File: config.mk
export PLATFORM = sky130hd
export DESIGN_NAME = register_file_sb_flat
export DESIGN_NICKNAME = d
export VERILOG_FILES = /design/src/rtl/register_file_sb_if.sv /design/src/rtl/register_file_sb.sv /design/src/flat_wrapper.sv
export SDC_FILE = /design/constraint.sdc
export NUM_CORES = 1
export LEC_CHECK = 0
export ABC_AREA = 1
export CAP_MARGIN = 20
export CORE_MARGIN = 4
export CORE_UTILIZATION = 59
export DETAILED_ROUTE_END_ITERATION = 12
export PLACE_DENSITY_LB_ADDON = 0.12
export SYNTH_ARGS = -nofsm -noshare
export SYNTH_HDL_FRONTEND = slang
export SYNTH_SLANG_ARGS = --single-unit
File: constraint.sdc
create_clock -name clock -period 4.1 [get_ports clock]
set_input_delay 1.23 -clock clock [delete_from_list [all_inputs] [get_ports clock]]
set_output_delay 1.23 -clock clock [all_outputs]
set_load 0.01 [all_outputs]
File: src/rtl/register_file_sb_if.sv
// Bus interface for register_file_sb: write port, alloc request and the two read ports.
interface register_file_sb_if #(
    parameter int unsigned DATA_W = 16,
    parameter int unsigned ADDR_W = 3
);
    logic              write;
    logic [ADDR_W-1:0] rd_addr;
    logic [DATA_W-1:0] data;
    logic              alloc;
    logic [ADDR_W-1:0] alloc_addr;
    logic              alloc_ok;
    logic              read_en;
    logic [ADDR_W-1:0] rs_addr;
    logic [ADDR_W-1:0] rt_addr;
    logic [DATA_W-1:0] rs_data;
    logic [DATA_W-1:0] rt_data;
    logic              rs_busy;
    logic              rt_busy;
    logic [ADDR_W:0]   busy_count;

    modport master (
        output write, rd_addr, data, alloc, alloc_addr, read_en, rs_addr, rt_addr,
        input  alloc_ok, rs_data, rt_data, rs_busy, rt_busy, busy_count
    );

    modport slave (
        input  write, rd_addr, data, alloc, alloc_addr, read_en, rs_addr, rt_addr,
        output alloc_ok, rs_data, rt_data, rs_busy, rt_busy, busy_count
    );
endinterface

File: src/rtl/register_file_sb.sv
// Register file with per-register busy scoreboard, one write port and two registered read ports.
// Define REGFILE_BYPASS_EN to forward same-cycle write data/busy into the read ports.
module register_file_sb #(
    parameter int unsigned DATA_W   = 16,
    parameter int unsigned ADDR_W   = 3,
    parameter int unsigned ZERO_REG = 0
) (
    input logic               clock,
    input logic               reset_n,
    register_file_sb_if.slave bus
);
    localparam int unsigned Depth = 2 ** ADDR_W;

`ifdef REGFILE_BYPASS_EN
    localparam bit BypassEn = 1'b1;
`else
    localparam bit BypassEn = 1'b0;
`endif

    logic [DATA_W-1:0] regs_q [Depth];
    logic [DATA_W-1:0] regs_d [Depth];
    logic [Depth-1:0]  busy_q, busy_d;
    logic [ADDR_W:0]   busy_count_q, busy_count_d;
    logic [DATA_W-1:0] rs_data_q, rs_data_d, rt_data_q, rt_data_d;
    logic              rs_busy_q, rs_busy_d, rt_busy_q, rt_busy_d;
    logic              wr_en, alloc_ok, alloc_set;

    always_comb begin
        wr_en     = bus.write && !((ZERO_REG != 0) && (bus.rd_addr == '0));
        alloc_ok  = bus.alloc && (!busy_q[bus.alloc_addr] ||
                                  (bus.write && (bus.rd_addr == bus.alloc_addr)));
        // Register 0 under ZERO_REG accepts the alloc but never becomes busy.
        alloc_set = alloc_ok && !((ZERO_REG != 0) && (bus.alloc_addr == '0));
    end

    assign bus.alloc_ok = alloc_ok;

    always_comb begin
        regs_d = regs_q;
        busy_d = busy_q;
        if (wr_en) begin
            regs_d[bus.rd_addr] = bus.data;
            busy_d[bus.rd_addr] = 1'b0;
        end
        // Applied after the write so a new producer wins over a retiring one.
        if (alloc_set) begin
            busy_d[bus.alloc_addr] = 1'b1;
        end
        busy_count_d = '0;
        for (int i = 0; i < Depth; i++) begin
            busy_count_d = busy_count_d + (ADDR_W + 1)'(busy_d[i]);
        end
    end

    always_comb begin
        rs_data_d = rs_data_q;
        rs_busy_d = rs_busy_q;
        rt_data_d = rt_data_q;
        rt_busy_d = rt_busy_q;
        if (bus.read_en) begin
            rs_data_d = regs_q[bus.rs_addr];
            rs_busy_d = busy_q[bus.rs_addr];
            rt_data_d = regs_q[bus.rt_addr];
            rt_busy_d = busy_q[bus.rt_addr];
            if (BypassEn && wr_en && (bus.rs_addr == bus.rd_addr)) begin
                rs_data_d = bus.data;
                rs_busy_d = busy_d[bus.rs_addr];
            end
            if (BypassEn && wr_en && (bus.rt_addr == bus.rd_addr)) begin
                rt_data_d = bus.data;
                rt_busy_d = busy_d[bus.rt_addr];
            end
        end
    end

    always_ff @(posedge clock or negedge reset_n) begin
        if (!reset_n) begin
            for (int i = 0; i < Depth; i++) begin
                regs_q[i] <= '0;
            end
            busy_q       <= '0;
            busy_count_q <= '0;
            rs_data_q    <= '0;
            rt_data_q    <= '0;
            rs_busy_q    <= 1'b0;
            rt_busy_q    <= 1'b0;
        end else begin
            regs_q       <= regs_d;
            busy_q       <= busy_d;
            busy_count_q <= busy_count_d;
            rs_data_q    <= rs_data_d;
            rt_data_q    <= rt_data_d;
            rs_busy_q    <= rs_busy_d;
            rt_busy_q    <= rt_busy_d;
        end
    end

    assign bus.rs_data    = rs_data_q;
    assign bus.rt_data    = rt_data_q;
    assign bus.rs_busy    = rs_busy_q;
    assign bus.rt_busy    = rt_busy_q;
    assign bus.busy_count = busy_count_q;
endmodule
File: src/flat_wrapper.sv
// flat-port wrapper written by rule: the top's interface ports become plain ports
module register_file_sb_flat 
#(
    parameter int unsigned DATA_W   = 16,
    parameter int unsigned ADDR_W   = 3,
    parameter int unsigned ZERO_REG = 0
)
  (clock, reset_n, bus_write, bus_rd_addr, bus_data, bus_alloc, bus_alloc_addr, bus_read_en, bus_rs_addr, bus_rt_addr, bus_alloc_ok, bus_rs_data, bus_rt_data, bus_rs_busy, bus_rt_busy, bus_busy_count);
  register_file_sb_if #(.DATA_W(DATA_W), .ADDR_W(ADDR_W)) bus_i ();
  input logic clock;
  input logic reset_n;
  input wire logic [$bits(bus_i.write)-1:0] bus_write;
  input wire logic [$bits(bus_i.rd_addr)-1:0] bus_rd_addr;
  input wire logic [$bits(bus_i.data)-1:0] bus_data;
  input wire logic [$bits(bus_i.alloc)-1:0] bus_alloc;
  input wire logic [$bits(bus_i.alloc_addr)-1:0] bus_alloc_addr;
  input wire logic [$bits(bus_i.read_en)-1:0] bus_read_en;
  input wire logic [$bits(bus_i.rs_addr)-1:0] bus_rs_addr;
  input wire logic [$bits(bus_i.rt_addr)-1:0] bus_rt_addr;
  output wire logic [$bits(bus_i.alloc_ok)-1:0] bus_alloc_ok;
  output wire logic [$bits(bus_i.rs_data)-1:0] bus_rs_data;
  output wire logic [$bits(bus_i.rt_data)-1:0] bus_rt_data;
  output wire logic [$bits(bus_i.rs_busy)-1:0] bus_rs_busy;
  output wire logic [$bits(bus_i.rt_busy)-1:0] bus_rt_busy;
  output wire logic [$bits(bus_i.busy_count)-1:0] bus_busy_count;
  assign bus_i.write = bus_write;
  assign bus_i.rd_addr = bus_rd_addr;
  assign bus_i.data = bus_data;
  assign bus_i.alloc = bus_alloc;
  assign bus_i.alloc_addr = bus_alloc_addr;
  assign bus_i.read_en = bus_read_en;
  assign bus_i.rs_addr = bus_rs_addr;
  assign bus_i.rt_addr = bus_rt_addr;
  assign bus_alloc_ok = bus_i.alloc_ok;
  assign bus_rs_data = bus_i.rs_data;
  assign bus_rt_data = bus_i.rt_data;
  assign bus_rs_busy = bus_i.rs_busy;
  assign bus_rt_busy = bus_i.rt_busy;
  assign bus_busy_count = bus_i.busy_count;
  register_file_sb #(.DATA_W(DATA_W), .ADDR_W(ADDR_W), .ZERO_REG(ZERO_REG)) u_core (.clock(clock), .reset_n(reset_n), .bus(bus_i));
endmodule
**Word-level counts from Yosys, hierarchy flattened**

Cells that the tools add are included.

- Flip-flop bits (word level): 174
- Bits in latches: 0
- Memory bits (writable): 0
- Memory bits (read-only): 0
- Bits of input ports: 33
- Output and inout bits: 39
- Logic and storage cells: 66
- Memories kept: 0

- Add/sub/neg operators: 7
- Multiply operators: 0
- Div/mod/pow operators: 0
- Magnitude comparators: 10
- Equality and inequality tests: 1
- Shift operators: 0
- Multiplexer cells: 21
- Bitwise operators: 6
- Reductions and logical operators: 7

Operators by type and width:

| operator | count |
|---|---|
| 128-bit bitwise mux | 1 |
| 16-bit binary-select mux with 3-bit select | 2 |
| 16-bit two-way mux | 5 |
| 16-bit demux with 3-bit select | 1 |
| 4-bit by 1-bit adder with 4-bit output | 6 |
| 3-bit by 4-bit less-than comparator with 1-bit output (second input constant) | 4 |
| 8-bit two-way mux | 2 |
| 4-bit >= comparator (second input constant) | 3 |
| 3-bit NOT with 4-bit output | 3 |
| 1-bit binary-select mux with 3-bit select | 3 |
| 8-bit AND | 1 |
| 8-bit NOT | 1 |
| 8-bit OR | 1 |
| 1-bit demux with 3-bit select | 2 |
| 3-bit by 1-bit >= comparator with 1-bit output (second input constant) | 2 |
| 1-bit logical AND | 5 |
| 1-bit two-way mux | 5 |
| 4-bit by 1-bit less-than comparator with 1-bit output (second input constant) | 1 |
| 3-bit == test | 1 |
| 1-bit by 1-bit adder with 2-bit output | 1 |
| 1-bit zero test | 1 |
| 1-bit logical OR | 1 |

**Logic depth before layout (Yosys ltp)**

- Word-level depth: 16
- Mapped depth: 17
- Depth with buffers taken out: 17

**Least setup slack after synthesis**

No wires, ideal clock.

- Path kind: input port to flip-flop
- Start point: in bus_rd_addr[2]
- End point: reg u_core.busy_count_q[1] (netlist: u_core.bus.busy_count[1])
- Library setup time: 0.064 ns
- Data arrival time: 4.267 ns
- Data required time: 4.036 ns
- Setup slack: -0.231 ns
- Stages: 15
- Buffers on the path: 2
- Path through: buf_4 -> nor2_1 -> inv_1 -> nor2_2 -> clkbuf_1 -> o21ai_0 -> ha_1 -> inv_1 -> fa_1 -> fa_1 -> inv_1 -> fa_1 -> inv_1 -> fa_1 -> inv_1

- Cells in the longest elaborated chain, start to end: 16
- Elaborated cells on any way between the ends: 21
- Classes of those cells: add/sub (7); order compare (2); eq/ne (1); mux (4); bitwise (3); reduce/logical (4)

RTL lines:

| item | line | RTL |
|---|---|---|
| start: declaration | flat_wrapper.sv:13 | `input wire logic [$bits(bus_i.rd_addr)-1:0] bus_rd_addr;` |
| 3-bit by 4-bit less-than comparator with 1-bit output (not written as such) or 3-bit by 1-bit >= comparator with 1-bit output (tied branches) | register_file_sb.sv:43 | `busy_d[bus.rd_addr] = 1'b0;` |
| 1-bit logical AND (not written as such) | register_file_sb.sv:43 |  |
| 1-bit two-way mux (not written as such) | register_file_sb.sv:43 |  |
| 1-bit demux with 3-bit select | n/a |  |
| 8-bit NOT (no source line) | n/a |  |
| 8-bit AND (no source line) | n/a |  |
| 8-bit two-way mux | register_file_sb.sv:41 | `if (wr_en) begin` |
| 8-bit OR (no source line) | n/a |  |
| 8-bit two-way mux * | register_file_sb.sv:46 | `if (alloc_set) begin` |
| named net u_core.busy_d[1] | register_file_sb.sv:22 | `logic [Depth-1:0] busy_q, busy_d;` |
| 1-bit by 1-bit adder with 2-bit output * | register_file_sb.sv:51 | `busy_count_d = busy_count_d + (ADDR_W + 1)'(busy_d[i]);` |
| 4-bit by 1-bit adder with 4-bit output * (6 in series) | register_file_sb.sv:51 |  |
| named net u_core.busy_count_d[1] | register_file_sb.sv:23 | `logic [ADDR_W:0] busy_count_q, busy_count_d;` |
| end signal: assignment | register_file_sb.sv:90 | `busy_count_q <= busy_count_d;` |
| end: declaration | register_file_sb.sv:23 |  |

Mark *: on every way through the listed nets, which the timed path passes. The rest lies on a longest branch.
A chain may end at the register's enable or synchronous reset.

**Final worst setup path**

- Start point: in bus_rd_addr[2]
- End point: reg u_core.busy_q[0]

- Cells in the longest elaborated chain, start to end: 9
- Elaborated cells on any way between the ends: 14
- Classes of those cells: order compare (2); eq/ne (1); mux (4); bitwise (3); reduce/logical (4)

RTL lines:

| item | line | RTL |
|---|---|---|
| 3-bit by 4-bit less-than comparator with 1-bit output (not written as such) or 3-bit by 1-bit >= comparator with 1-bit output (tied branches) | register_file_sb.sv:43 |  |
| 1-bit logical AND (not written as such) | register_file_sb.sv:43 |  |
| 1-bit two-way mux (not written as such) | register_file_sb.sv:43 |  |
| 1-bit demux with 3-bit select | n/a |  |
| 8-bit NOT (no source line) | n/a |  |
| 8-bit AND (no source line) | n/a |  |
| 8-bit two-way mux | register_file_sb.sv:41 |  |
| 8-bit OR (no source line) | n/a |  |
| 8-bit two-way mux * | register_file_sb.sv:46 |  |
| named net u_core.busy_d[0] | register_file_sb.sv:22 |  |
| end signal: assignment | register_file_sb.sv:89 | `busy_q <= busy_d;` |
| end: declaration | register_file_sb.sv:22 |  |

Marks and branches as above.

==> impl.org <==
** Synth
- After synthesis, the largest area contributor takes up 48.03% of total cell area.
- Post-synth top area cell :: dfrtp_1
- Flip-flop and latch count after synthesis :: 174
- During synthesis, Yosys emitted a total of 0 warnings.
- Count of distinct cell types in the synthesized netlist :: 28
- Seq/Total Area, Yosys :: 48.03%
- Synthesis produced a netlist with a net count of 1196.
- Gate count after technology mapping :: 1156
- The mapped netlist covers 0.009065 sq mm.
- Mean instance size in the synthesized netlist :: 7.842 sq um
- Main area contributors after synthesis :: dfrtp_1, nand2_1, o21ai_0

** STA
- Minimum clock period after layout :: 4.060 ns
- The final critical path takes up 99.03% of the cycle.
- The max-slew violation count was 0.
- Clock skew :: 0.006691 ns
- Fmax :: 246.3 MHz
- The final number of hold-violating endpoints is 0.
- Transition time of the tightest slew-check pin :: 0.7829 ns
- Final setup violation count :: 0
- Final setup margin :: 0.03986 ns
- Max-slew headroom at the worst pin :: 47.81%

** Clocking
- TritonCTS clock tree :: yes
- Deepest level of the CTS H-tree :: 4
- The clock net in this run drives a total of 174 sinks.
- # hold bufs at CTS :: 0
- Root Driver :: clkbuf_16
- Post-CTS clock slew at the launch and capture registers of the worst setup and hold paths :: 0.07 ns
- Clock latency on the worst-skew pair, taken at its later pin, is 0.43 ns.
- The number of clock buffers added by TritonCTS is 17.
- No sink is reached through more buffers than the 2 on the longest clock path.

** Detailed routing
- Ratio of routed vias to standard cells :: 5.909
- For this block, the routed nets add up to 26.04 mm of wire.
- The count of nets left with antenna violations once routing finished came out at 0.
- For this block, the via count after detailed routing is 8396.
- Initial DRT Pass Iterations :: 5
- In this run, the number of DRC markers left after iteration 0 of detailed routing was 886.
- Dividing the detail-routed wire length by the instance count gives 18.32 um.
- Number of DRC violations after detailed routing :: 0

** Worst setup path
- Crit-path max FO :: 3
- The worst setup path is launched from a primary input.
- At the worst endpoint, the required time is 4.42 ns.
- Crit path kind :: primary input to register
- Crit path arrival time :: 4.38 ns
- Critical path endpoint category :: register

** Final layout
- Storage element area :: 0.004354 sq mm
- Fill cell total of the finished layout :: 1250
- Of the cells placed in the final design, the portion with a size suffix greater than 1 is 10.79%.
- Area delta synth->final :: 18.65%
- Multi-input gate area in the final layout :: 0.003916 sq mm
- Antenna diode instance count :: 0
- Fin util :: 71.01%
- Total number of nets in the final design :: 1260
- Final cell count without fillers :: 1421

** Floorplan
- The floorplan step set the die height to 132.0 um.
- DIE AREA :: 0.01741 sq mm
- After floorplanning, the core was sized to cover 0.01515 sq mm.
- Count of pins on the block boundary :: 72
- For this configuration, the core starts out at a cell density of 59.85%.
- The floorplan has 45 rows.
- In this run the horizontal extent of the chip is 132.0 um.

** Flow run
- Across the run, the number of max-cap violations was 0.

** Run status
- Outcome :: finished clean

** Global route
- For this run, the total global-route usage over all layers was measured as 30.26%.
- The number of global-route vias before repair is 7849.
- Antenna violations before repair :: 0
- Wire length of the first global-routing pass :: 41.81 mm
- GRT Residual Overflow :: 0
- Largest net degree at the start of global routing :: 93

** Placement
- Input and output buffers added on the ports amount to 71.
- After detailed placement, the design holds a cell count of 1367.
- Dpl ws :: -0.6299 ns
- Gp weighted congestion :: 0.8457
- DP HPWL :: 15.50 mm

** Pwr
- Max rail drop VDD :: 345.8 uV
- Total design power :: 5.220 mW
- In this run the static leakage power is 4.999 nW.
- Power density cells :: 485.4 mW/mm^2

** Worst hold path
- The path class of the tightest hold or removal check is register to register.
-- worst max-delay path, cell delays in order --
cell and delay [ns]:
clkdlybuf4s15_1 0.22, xor2_1 0.18, nor2_1 0.08, nand2_1 0.11, o21ai_4 0.09, nand3_2 0.07
o21ai_2 0.08, buf_4 0.14, buf_4 0.12, buf_4 0.12, buf_4 0.12, buf_4 0.13
buf_4 0.12, buf_4 0.12, buf_4 0.12, buf_4 0.12, buf_4 0.12, buf_4 0.12
buf_4 0.13, buf_4 0.12, buf_4 0.12, buf_4 0.13, buf_4 0.12, buf_4 0.12
buf_4 0.12, buf_4 0.12
-- layer usage --
metal,vias to the layer above,track usage [%],share of wire (%)
met3,62,8.015,9.5
met1,3961,45.92,45
met4,0,9.860,2.6
li1,3975,-,-
met5,-,0,0
met2,398,42.30,43
-- where the power goes --
part	leakage (nW)	internal [mW]	switching, mW	total, mW
Sequential	2.15	2.06	0.174	2.23
Combinational	2.56	0.572	0.762	1.33
Clock	0.298	0.949	0.708	1.66
-- per-stage QoR --
stage	TNS, ns	hold slack (ns)	instance area [sq um]
2_1_floorplan	-0.09318	0.4639	9071
3_5_place_dp	-2.093	0.4655	9930
6_report	0	0.4785	10760
5_1_grt	-0.03301	0.5128	10760
3_3_place_gp	-2.020	0.4655	9930
4_1_cts	0	0.4833	10710
-- state kept, by name, indices dropped and copies added, names as in the netlist --
signal	count
u_core.bus.rs_data	16
u_core.regs_q	128
u_core.bus.rs_busy	1
u_core.bus.rt_busy	1
u_core.bus.busy_count	4
u_core.busy_q	8
u_core.bus.rt_data	16
-- layout by cell type, fill, tap and decap left out, types with 13 or more instances in the layout --
master,synthesis,routed
nand3_1,112,109
buf_4,4,52
o211ai_1,68,68
o21ai_0,196,192
inv_1,105,103
nand2_1,290,289
a21oi_1,69,69
dfrtp_1,174,174
clkbuf_16,0,17
nor2_1,18,13
clkdlybuf4s50_1,0,58
-- cell usage after synthesis --
cell / count
a21oi_1: 69
buf_1: 5
buf_2: 49
buf_4: 4
buf_6: 3
clkbuf_1: 24
clkbuf_2: 1
clkinv_1: 3
clkinv_8: 1
dfrtp_1: 174
fa_1: 4
ha_1: 3
inv_1: 105
inv_2: 4
nand2_1: 290
nand2_2: 4
nand3_1: 112
nand3_2: 5
nand3b_1: 1
nor2_1: 18
nor2_2: 2
nor3_4: 1
o211ai_1: 68
o21ai_0: 196
o21ai_1: 7
o21ai_4: 1
xnor2_1: 1
xor2_1: 1
-- what timing repair did --
item / 4_1_cts / 5_1_grt
resized for setup: 20 / 19
setup endpoints to repair: 3 / 3
endpoints found under the hold margin: 0 / 0
pin swaps: 8 / 8
buffers inserted: 21 / 1
-- logic make-up after synthesis --
group	after synthesis	synth area share (%)
xor gates and xnor gates	2	0.1933
DFF	174	48.03
and+or+nand+nor	433	20.17
buffers and inverters	199	9.482
adders and majority gates	7	1.298
AOI/OAI and AO/OA	341	20.83
-- final cells by class --
| class | count | area share, % |
|---|---|---|
| flip-flops and latches | 174 | 40.48 |
| multi-input cells | 783 | 36.41 |
| repair buffers | 131 | 11.21 |
| clock inverters | 12 | 1.396 |
| clock buffers | 20 | 4.246 |
| well taps | 188 | 2.187 |
| inverters | 113 | 4.060 |
-- path summary, 6_finish.rpt --
kind                                            endpoint             startpoint  cells past startpoint  slack, ns
min in group asynchronous              u_core.regs_q[65]                reset_n                      1       0.76
worst min-delay path               u_core.bus.rs_data[6]  u_core.bus.rs_data[6]                      2       0.48
worst max register to register  u_core.bus.busy_count[1]       u_core.busy_q[1]                     16       0.67
worst max-delay path                    u_core.busy_q[0]         bus_rd_addr[2]                     26       0.04
max in group asynchronous              u_core.regs_q[57]                reset_n                      2       2.51
worst min register to register     u_core.bus.rs_data[6]  u_core.bus.rs_data[6]                      2       0.48
Note: power is estimated with default switching activity, not from simulation.
